`config.mk`:
```
export PLATFORM = sky130hd
export DESIGN_NAME = hs_dma_arb
export DESIGN_NICKNAME = d
export VERILOG_FILES = /design/src/rtl/hs_dma_arb.sv
export SDC_FILE = /design/constraint.sdc
export NUM_CORES = 1
export LEC_CHECK = 0
export ABC_AREA = 1
export BUFFER_PORTS_ARGS = -buffer_cell sky130_fd_sc_hd__buf_2
export CORE_AREA = 8 8 96 98
export DETAILED_ROUTE_END_ITERATION = 12
export DIE_AREA = 0 0 104 106
export PLACE_DENSITY_LB_ADDON = 0.05
export SKIP_LAST_GASP = 1
export SYNTH_ARGS = -nofsm -noshare
export SYNTH_HDL_FRONTEND = slang
export SYNTH_SLANG_ARGS = --single-unit
```
`constraint.sdc`:
```
create_clock -name sys_clk -period 3.2 [get_ports sys_clk]
set_input_delay 0.32 -clock sys_clk [delete_from_list [all_inputs] [get_ports sys_clk]]
set_output_delay 0.32 -clock sys_clk [all_outputs]
set_load 0.05 [all_outputs]
```
`src/rtl/hs_dma_arb.sv`:
```
// hs_dma_arb: two-requester round-robin DMA command arbiter.
// Requester 0 is the DCR register path, requester 1 the hardware command
// sequencer. The winning descriptor is latched onto the dma_* interface,
// dma_req is held until dma_ack, and a watchdog aborts a transfer that the
// engine never accepts.
module hs_dma_arb #(
  parameter int unsigned C_TIMEOUT = 4096,
  parameter int unsigned C_TO_W    = 13
) (
  input  logic        sys_clk,
  input  logic        sys_rst,
  // requester 0
  input  logic        r0_req,
  input  logic [31:0] r0_address,
  input  logic [15:0] r0_length,
  input  logic [10:0] r0_ctl,
  output logic        r0_gnt,
  output logic        r0_done,
  output logic        r0_err,
  // requester 1
  input  logic        r1_req,
  input  logic [31:0] r1_address,
  input  logic [15:0] r1_length,
  input  logic [10:0] r1_ctl,
  output logic        r1_gnt,
  output logic        r1_done,
  output logic        r1_err,
  // DMA engine request interface
  output logic [31:0] dma_address,
  output logic [15:0] dma_length,
  output logic [3:0]  dma_pm,
  output logic        dma_sof,
  output logic        dma_eof,
  output logic        dma_flush,
  output logic        dma_sync,
  output logic        dma_wrt,
  output logic        dma_data,
  output logic        dma_ok,
  output logic        dma_req,
  input  logic        dma_ack,
  // status
  output logic        busy,
  output logic        owner,
  output logic        to_err,
  input  logic        to_clr
);

  // A zero timeout disables the watchdog entirely. TO_LAST is the counter
  // value of the final cycle dma_req may stay high without an ack.
  localparam bit                TO_EN   = (C_TIMEOUT != 0);
  localparam logic [C_TO_W-1:0] TO_LAST = TO_EN ? C_TO_W'(C_TIMEOUT - 1) : '0;

  typedef enum logic {
    S_IDLE = 1'b0,
    S_WAIT = 1'b1
  } state_t;

  typedef struct packed {
    logic [31:0] addr;
    logic [15:0] len;
    logic [10:0] ctl;
  } desc_t;

  state_t            state_q, state_d;
  logic              last_q, last_d;
  logic              owner_q, owner_d;
  logic [C_TO_W-1:0] cnt_q, cnt_d;
  logic              req_q, req_d;
  desc_t             desc_q, desc_d;
  logic [1:0]        gnt_q, gnt_d;
  logic [1:0]        done_q, done_d;
  logic [1:0]        err_q, err_d;
  logic              to_err_q, to_err_d;

  desc_t r0_desc, r1_desc;
  logic  any_req;
  logic  win;

  assign r0_desc = '{addr: r0_address, len: r0_length, ctl: r0_ctl};
  assign r1_desc = '{addr: r1_address, len: r1_length, ctl: r1_ctl};
  assign any_req = r0_req | r1_req;
  // r1 wins when it is alone, or when both request and r0 went last.
  assign win     = r1_req & (~r0_req | ~last_q);

  // Next-state and next-output logic for the IDLE/WAIT arbiter.
  always_comb begin
    state_d  = state_q;
    last_d   = last_q;
    owner_d  = owner_q;
    cnt_d    = cnt_q;
    req_d    = req_q;
    desc_d   = desc_q;
    gnt_d    = '0;
    done_d   = '0;
    err_d    = '0;
    to_err_d = to_err_q & ~to_clr;

    unique case (state_q)
      S_IDLE: begin
        // dma_ack is deliberately ignored here; only requests matter.
        if (any_req) begin
          desc_d     = win ? r1_desc : r0_desc;
          gnt_d[win] = 1'b1;
          req_d      = 1'b1;
          cnt_d      = '0;
          owner_d    = win;
          last_d     = win;
          state_d    = S_WAIT;
        end
      end
      S_WAIT: begin
        if (dma_ack) begin
          // Ack has priority over a watchdog expiry in the same cycle.
          req_d           = 1'b0;
          done_d[owner_q] = 1'b1;
          state_d         = S_IDLE;
        end else if (TO_EN && (cnt_q == TO_LAST)) begin
          // A new timeout overrides a simultaneous to_clr.
          req_d          = 1'b0;
          err_d[owner_q] = 1'b1;
          to_err_d       = 1'b1;
          state_d        = S_IDLE;
        end else if (TO_EN) begin
          cnt_d = cnt_q + 1'b1;
        end
      end
      default: state_d = S_IDLE;
    endcase
  end

  // State and output registers; reset drops dma_req without any pulse.
  always_ff @(posedge sys_clk) begin
    if (sys_rst) begin
      state_q  <= S_IDLE;
      last_q   <= 1'b1;
      owner_q  <= 1'b0;
      cnt_q    <= '0;
      req_q    <= 1'b0;
      desc_q   <= '0;
      gnt_q    <= '0;
      done_q   <= '0;
      err_q    <= '0;
      to_err_q <= 1'b0;
    end else begin
      state_q  <= state_d;
      last_q   <= last_d;
      owner_q  <= owner_d;
      cnt_q    <= cnt_d;
      req_q    <= req_d;
      desc_q   <= desc_d;
      gnt_q    <= gnt_d;
      done_q   <= done_d;
      err_q    <= err_d;
      to_err_q <= to_err_d;
    end
  end

  assign r0_gnt      = gnt_q[0];
  assign r1_gnt      = gnt_q[1];
  assign r0_done     = done_q[0];
  assign r1_done     = done_q[1];
  assign r0_err      = err_q[0];
  assign r1_err      = err_q[1];

  assign dma_address = desc_q.addr;
  assign dma_length  = desc_q.len;
  assign dma_pm      = desc_q.ctl[3:0];
  assign dma_sof     = desc_q.ctl[4];
  assign dma_eof     = desc_q.ctl[5];
  assign dma_flush   = desc_q.ctl[6];
  assign dma_sync    = desc_q.ctl[7];
  assign dma_wrt     = desc_q.ctl[8];
  assign dma_data    = desc_q.ctl[9];
  assign dma_ok      = desc_q.ctl[10];
  assign dma_req     = req_q;

  assign busy        = req_q;
  assign owner       = owner_q;
  assign to_err      = to_err_q;

endmodule

```
Word-level counts from Yosys, hierarchy flattened. Cells that the tools add are included.

Register bits after elaboration: 83. Input bits: 124.

Reductions and logical operators: 8. Bitwise logic cells: 11. Add/sub/neg operators: 1. Magnitude comparators: 4. Multiplexer cells: 20. Eq/ne operators: 5.

Operators with widths (count): 59-bit 2-to-1 mux (1); 13-bit 2-to-1 mux (3); 13-bit one-hot mux with 2 select lines (1); 13-bit by 1-bit adder with 13-bit output, second input constant (1); 13-bit by 12-bit equality test with 1-bit output, second input constant (1); 1-bit 2-to-1 mux (11); 1-bit inverter (7); 2-bit != test, second input constant (3); 3-bit OR reduction (2); 1-bit by 2-bit less-than comparator with 1-bit output, second input constant (2); 1-bit one-hot mux with 2 select lines (2); 2-bit AND reduction (2); 4-bit OR reduction (1); 3-bit by 2-bit != test with 1-bit output, second input constant (1); 3-bit AND reduction (1); 1-bit bitwise AND (2); 1-bit demux with 1-bit select (2); 1-bit greater-or-equal comparator, second input constant (2); 1-bit logical AND (2); 1-bit bitwise OR (2).

Logic depth before layout (Yosys ltp). Gate-level depths: netlist of run 1.

Word-level depth: 7. Gate-level depth with buffers: 10.

Worst setup path before layout of run 1. No wires, ideal clock.

Kind: reg2reg. From: register cnt_q[0]. To: register cnt_q[2]. Path buffers: 1. Data required time: 3.129 ns. Slack: 1.841 ns. Data arrival time: 1.289 ns. Library setup time: 0.071 ns. Stages on the path, launching flop included: 9. Cells stage by stage: dfxtp_1 > ha_1 > nand3_1 > nor2_2 > nand2_2 > nand2_4 > buf_6 > nand3_1 > a21oi_1.

Word-level cells in the longest chain between the ends: 4.

RTL lines: from (decl) (line 67) `logic [C_TO_W-1:0] cnt_q, cnt_d;`; from (signal assigned) (line 148) `cnt_q <= cnt_d;`; 13-bit by 1-bit adder with 13-bit output (line 124) `cnt_d = cnt_q + 1'b1;`; 13-bit 2-to-1 mux (line 117) `end else if (TO_EN && (cnt_q == TO_LAST)) begin`; 13-bit 2-to-1 mux (line 112) `if (dma_ack) begin`; 13-bit one-hot mux with 2 select lines (line 98) `unique case (state_q)`.

Parallel ways exist; a longest one is shown, timed or not. The select of a mux whose other input is x is not followed. A chain may end at the register's enable or synchronous reset.

Final worst setup path of run 1.
From: register state_q. To: register desc_q, in the netlist dma_length[6].

Word-level cells in the longest chain between the ends: 2.

RTL lines: from (decl) (line 64) `state_t state_q, state_d;`; from (signal assigned) (line 145) `state_q <= state_d;`; 1-bit inverter (no line); 2-bit AND reduction (no line); to (signal assigned) (line 150) `desc_q <= desc_d;`; to (decl) (line 69) `desc_t desc_q, desc_d;`.

No other way between the ends.

==> results of run 1 <==
## flip-flops by register name, indices dropped and copies added (netlist names)
signal and cells:
busy 1, cnt_q 13, dma_address 32, dma_data 1, dma_eof 1, dma_flush 1, dma_length 16, dma_ok 1
dma_pm 4, dma_sof 1, dma_sync 1, dma_wrt 1, done_q 2, err_q 2, gnt_q 2, last_q 1
owner 1, state_q 1, to_err 1
## power by group
part,internal (µW),switching (µW)
logic,184,524
clock network,354,380
registers,1120,44.7
total,1660,949
## worst min-delay path by stage
stage / startpoint / endpoint / cells after the start
after CTS: to_clr / to_err$_SDFF_PP0_ / 2
after floorplan: sys_rst / gnt_q[1]$_SDFF_PP0_ / 1
after global routing: to_clr / to_err$_SDFF_PP0_ / 2
after global placement: to_err$_SDFF_PP0_ / to_err$_SDFF_PP0_ / 2
final: to_clr / to_err$_SDFF_PP0_ / 2
after detailed placement: cnt_q[1]$_SDFFE_PP0P_ / cnt_q[1]$_SDFFE_PP0P_ / 2
## cell usage after synthesis, drive strengths merged
| library cell | number |
|---|---|
| o21bai | 3 |
| dfxtp | 83 |
| o21ai | 62 |
| a21oi | 14 |
| nand2 | 169 |
| nor3b | 3 |
| nand4 | 2 |
| inv | 19 |
| nor2 | 25 |
| buf | 12 |
| ha | 1 |
| nor3 | 6 |
| a31oi | 59 |
| nand3 | 19 |
| clkbuf | 24 |
## per-layer routing
metal / track usage [%] / routed length, µm / share of wire, % / up-vias
met5: 0 / 0 / 0 / -
li1: - / - / - / 2033
met4: 10.96 / 333 / 2.8 / 0
met3: 7.562 / 968 / 8.2 / 26
met2: 34.74 / 5747 / 48 / 137
met1: 23.46 / 4817 / 41 / 1786
## per-stage QoR
stage	power, µW	hold WS [ns]
global placement	1892	0.4536
CTS	2629	0.1368
finish	2607	0.1544
detailed placement	1901	0.4601
global route	2744	0.1604
floorplan	1685	0.3993
## kinds of logic after synthesis
group / share of synthesized area [%]
flip-flops: 46.32
buffers and inverters: 6.418
adder cells (fa/ha/maj): 0.3487
AND/OR/NAND/NOR: 25.39
AO/OA/AOI/OAI: 21.52
## area by class of cell
| class | count | area, µm² | share of cell area (%) |
|---|---|---|---|
| clock buffers | 10 | 127.6 | 2.688 |
| clock inverters | 5 | 55.05 | 1.159 |
| repair buffers | 195 | 996.0 | 20.97 |
| inverters | 19 | 71.32 | 1.502 |
| multi-input cells | 363 | 1705 | 35.92 |
| flip-flops and latches | 83 | 1662 | 34.99 |
| well taps | 105 | 131.4 | 2.767 |
## worst max-delay path, delay by kind of cell, from the launching register on
family	cells	cell delay, ns
buf+inv	1	0.72
flops	1	0.40
compound gates	2	0.39
simple gates	1	0.14
## layout by cell type (no fill, tap or decap), types with 2 or more instances in the layout
master | synthesis | layout
a21oi_1 | 14 | 14
a31oi_1 | 59 | 59
buf_2 | 10 | 192
buf_4 | 1 | 2
clkbuf_8 | 0 | 9
clkinv_2 | 0 | 2
clkinvlp_4 | 0 | 2
dfxtp_1 | 83 | 83
inv_1 | 15 | 15
inv_2 | 4 | 4
nand2_1 | 166 | 165
nand2_2 | 2 | 3
nand3_1 | 19 | 19
nand4_1 | 2 | 2
nor2_1 | 23 | 22
nor2_2 | 2 | 2
nor3_1 | 5 | 5
nor3b_1 | 3 | 3
o21ai_0 | 62 | 62
o21bai_1 | 3 | 3
==> impl_metrics.json, run 1 <==
{
  "cts_tree": "built",
  "slowest_stage": "buf_4",
  "cp-start-kind": "flop",
  "reg2reg_slack_ns": 1.40,
  "synthesis.area_um2": 3587,
  "netlist.top_cell.by_area": "dfxtp_1",
  "finalSetupTns_ns": 0,
  "place_congestion": 0.8535,
  "path_cells": "nor2_4 -> buf_4 -> o21ai_0 -> a31oi_1",
  "clock_sink_count": 83,
  "slowest_delay_ns": 0.72,
  "utilization_pct": 60.53,
  "grt.overflow.total": 0,
  "h-tree-depth": 3,
  "setup_ws_ns": 1.403,
  "syn_inst": 501,
  "crit_end": "dma_length[6]$_SDFFE_PP0P_",
  "routedWlPerCell_um": 15.21,
  "clock_path_buffers": 2,
  "drc": 0,
  "place_area_um2": 4566,
  "postSynthAreaPerCell_um2": 7.160,
  "ios": 193,
  "track_usage_pct": 21.01,
  "vias": 3982,
  "routed_wl_mm": 11.87,
  "clk_pin_slew_worst_paths_ns": 0.09,
  "ys_ff_latch": 83,
  "grt_max_degree": 120,
  "vdd_ir_drop_max_v": 0.0002531,
  "nFillCells": 776,
  "critPathKind": "reg -> reg",
  "cp-startpoint": "state_q$_SDFF_PP0_",
  "worst-path-max-fanout": 119,
  "drt_iter0_drc": 141,
  "rsz0062_at_grt": "false",
  "synth_seq_area_share_pct": 46.32,
  "die_h_um": 106,
  "period_needed_ns": 1.797,
  "fin_nets": 796,
  "initial_core_util_pct": 45.73,
  "dp.cells": 765,
  "slew_headroom_pct": 30.10,
  "yosys_warnings": 0,
  "cts_root_buf": "clkbuf_8",
  "grt_pass1_vias": 4018,
  "setup_viol": 0,
  "vias_per_cell": 5.105,
  "dp_hpwl_mm": 8.445,
  "cp.arrival_ns": 2.09,
  "status": "finished clean",
  "hold_viol": 0,
  "drtAntennaViolNets": 0,
  "cts_setup_buffers": 0,
  "num_antenna_cells": 0,
  "fin_cells": 780,
  "drive_gt1_share_pct": 32.74,
  "maxCapViolations": 0,
  "final.period_utilization_pct": 56.15,
  "antenna_found_initial": 0,
  "cts_hold_buf": 0,
  "max_freq_mhz": 556.6,
  "fp.coreArea_um2": 7845,
  "port_buffers": 192,
  "drt_first_pass_iters": 5,
  "final_cell_area_um2": 4748,
  "r2r_end": "dma_length[6]$_SDFFE_PP0P_",
  "p_leak_uw": 0.002285,
  "tightestPinTransition_ns": 1.048,
  "syn-num-nets": 626,
  "crit_required_ns": 3.49,
  "insertion_delay_ns": 0.36,
  "grt_pass1_wl_mm": 19.19,
  "synth_cell_types": 22,
  "dp_slack_ns": 1.396,
  "fin_skew_ns": 0.01039,
  "post_cts_resized": 0,
  "die_area_um2": 11020,
  "yosys-top-cells-area": "dfxtp_1 46%, nand2_1 17%, a31oi_1 10%",
  "dieWidth_um": 104,
  "fp-row-count": 33,
  "numCtsBuffers": 9,
  "synthToLayoutAreaGrowth_pct": 32.37,
  "rr_startpoint": "state_q$_SDFF_PP0_",
  "hp-class": "in -> reg",
  "synth_top_area_share_pct": 46.32,
  "cp-end-kind": "flop",
  "r2r_cells": 4,
  "final_max_slew_viol_count": 0,
  "powerDensity_nw_per_um2": 549.0
}
Power figures use the tool's default switching activity.
==> run 2, diff against run 1 <==
- CORE_AREA: 8 8 96 98 -> 8 8 104 106
- DIE_AREA: 0 0 104 106 -> 0 0 112 114
- clock period: 3.2 -> 1.5 ns (I/O delays scaled with it)
==> run 2 against run 1 <==
Compared with the run above:
- worst hold slack lost 0.099 ns
- register-to-register slack lost 1.3 ns
- die area grew 16%
- clock skew grew 0.0019 ns
- clock-buffer cell count grew 1
- cell area grew 4.3%
- flip-flop and latch count is the same
- combinational power grew 120%
- critical endpoint is now cnt_q[4]$_SDFFE_PP0P_
- largest power group unchanged
==> impl_metrics.json, run 2 (synthesis results as in run 1) <==
{
  "p_leak_uw": 0.002380,
  "dp_hpwl_mm": 8.847,
  "dp.cells": 786,
  "die_h_um": 114,
  "synthToLayoutAreaGrowth_pct": 38.05,
  "dieWidth_um": 112,
  "initial_core_util_pct": 39.38,
  "cp-start-kind": "flop",
  "vias_per_cell": 5.014,
  "drt_first_pass_iters": 4,
  "largest_reg_flops": 32,
  "status": "finished clean",
  "swShare_pct": 35.87,
  "critPathKind": "reg -> reg",
  "period_needed_ns": 1.385,
  "ios": 193,
  "routedWlPerCell_um": 14.99,
  "clock_sink_count": 83,
  "final_cell_area_um2": 4952,
  "track_usage_pct": 18.81,
  "h-tree-depth": 3,
  "cts_root_buf": "clkbuf_8",
  "drtAntennaViolNets": 0,
  "antenna_found_initial": 0,
  "grt.overflow.total": 0,
  "vias": 4026,
  "die_area_um2": 12770,
  "final.period_utilization_pct": 92.32,
  "clockPowerShare_pct": 28.9,
  "fin_cells": 803,
  "finalPower_uw": 5684,
  "multi_input_area_um2": 1728,
  "insertion_delay_ns": 0.35,
  "nFillCells": 928,
  "vdd_ir_drop_max_v": 0.0005944,
  "clk_pin_slew_worst_paths_ns": 0.09,
  "hold_viol": 0,
  "fp-row-count": 35,
  "fin_nets": 812,
  "fp.coreArea_um2": 9109,
  "crit_required_ns": 1.77,
  "tightestPinTransition_ns": 0.4279,
  "port_buffers": 192,
  "drc": 0,
  "grt_pass1_wl_mm": 19.77,
  "slew_headroom_pct": 71.48,
  "drive_gt1_share_pct": 35.55,
  "place_area_um2": 4711,
  "routed_wl_mm": 12.03,
  "worst-path-max-fanout": 6,
  "final_cell_mix": "192 x buf_2, 164 x nand2_1, 79 x dfxtp_1, 62 x o21ai_0, 59 x a31oi_1",
  "drt_iter0_drc": 233,
  "cp-end-kind": "flop",
  "cts_tree": "built",
  "p_comb_share_pct": 27.6,
  "ff_latch_area_um2": 1667,
  "grt_max_degree": 120,
  "numCtsBuffers": 9,
  "layout_commonest_cell": "buf_2",
  "cp.arrival_ns": 1.65,
  "dp_slack_ns": 0.05371,
  "rsz0062_at_grt": "true",
  "grt_pass1_vias": 4074,
  "num_antenna_cells": 0,
  "seqPwrFrac_pct": 43.6,
  "cts_setup_buffers": 0,
  "hp-class": "in -> reg",
  "setup_ws_ns": 0.1152,
  "p_switching_uw": 2039,
  "clock_path_buffers": 2,
  "max_freq_mhz": 722.1,
  "setup_viol": 0,
  "maxCapViolations": 0,
  "intPower_uw": 3645,
  "final_max_slew_viol_count": 0,
  "powerDensity_nw_per_um2": 1148,
  "whs_ns": 0.05557,
  "place_congestion": 0.8538,
  "fin_skew_ns": 0.01231
}
==> run 2: path summary, 6_finish.rpt <==
check        depth (start not counted)                     end  slack [ns]                   from
max                                  8   cnt_q[4]$_SDFFE_PP0P_        0.12  cnt_q[0]$_SDFFE_PP0P_
min                                  3  dma_pm[1]$_SDFFE_PP0P_        0.06              r1_ctl[1]
max reg2reg                          8   cnt_q[4]$_SDFFE_PP0P_        0.12  cnt_q[0]$_SDFFE_PP0P_
min reg2reg                          2   cnt_q[1]$_SDFFE_PP0P_        0.47  cnt_q[1]$_SDFFE_PP0P_
==> run 2: through the flow <==
step | setup TNS, ns | utilization [%]
2_1_floorplan | 0 | -
3_3_place_gp | 0 | 51.72
3_5_place_dp | 0 | 51.72
4_1_cts | 0 | 54.07
5_1_grt | -0.01969 | 54.37
6_report | 0 | 54.37
==> run 2: timing repair <==
item | in CTS | in global routing
endpoints found under the hold margin | 1 | 0
setup endpoints to repair | 0 | 12
gates resized for setup | 0 | 10
hold buffers | 1 | 0
==> run 2: area by class of cell <==
type                    instances  area share, %
well taps                     111          2.804
clock inverters                 5          1.263
clock buffers                  11          2.855
multi-input cells             363          34.89
flip-flops and latches         83          33.65
repair buffers                211          23.09
inverters                      19          1.440
==> run 2: critical path, stage by stage, from the launching register on <==
cell and delay (ns):
dfxtp_2 0.35, ha_2 0.20, nand3_2 0.09, nor2_2 0.12, nand2_2 0.08, nand2_4 0.11
buf_4 0.14, nand3_1 0.08, a21oi_2 0.14
==> run 2: power by group through the flow <==
stage	clock (µW)	combinational, µW	sequential [µW]
6_report	1640	1570	2480
5_1_grt	1790	1710	2500
4_1_cts	1720	1580	2480
3_5_place_dp	0	1580	2520
3_3_place_gp	0	1570	2520
2_1_floorplan	0	456	3140
==> run 2: layer usage <==
layer,track usage (%),vias up,part of all wire [%]
met5,0,-,0
met1,21.25,1781,41
met2,31.18,166,47
met3,7.660,15,9.7
li1,-,2064,-
met4,7.374,0,1.8
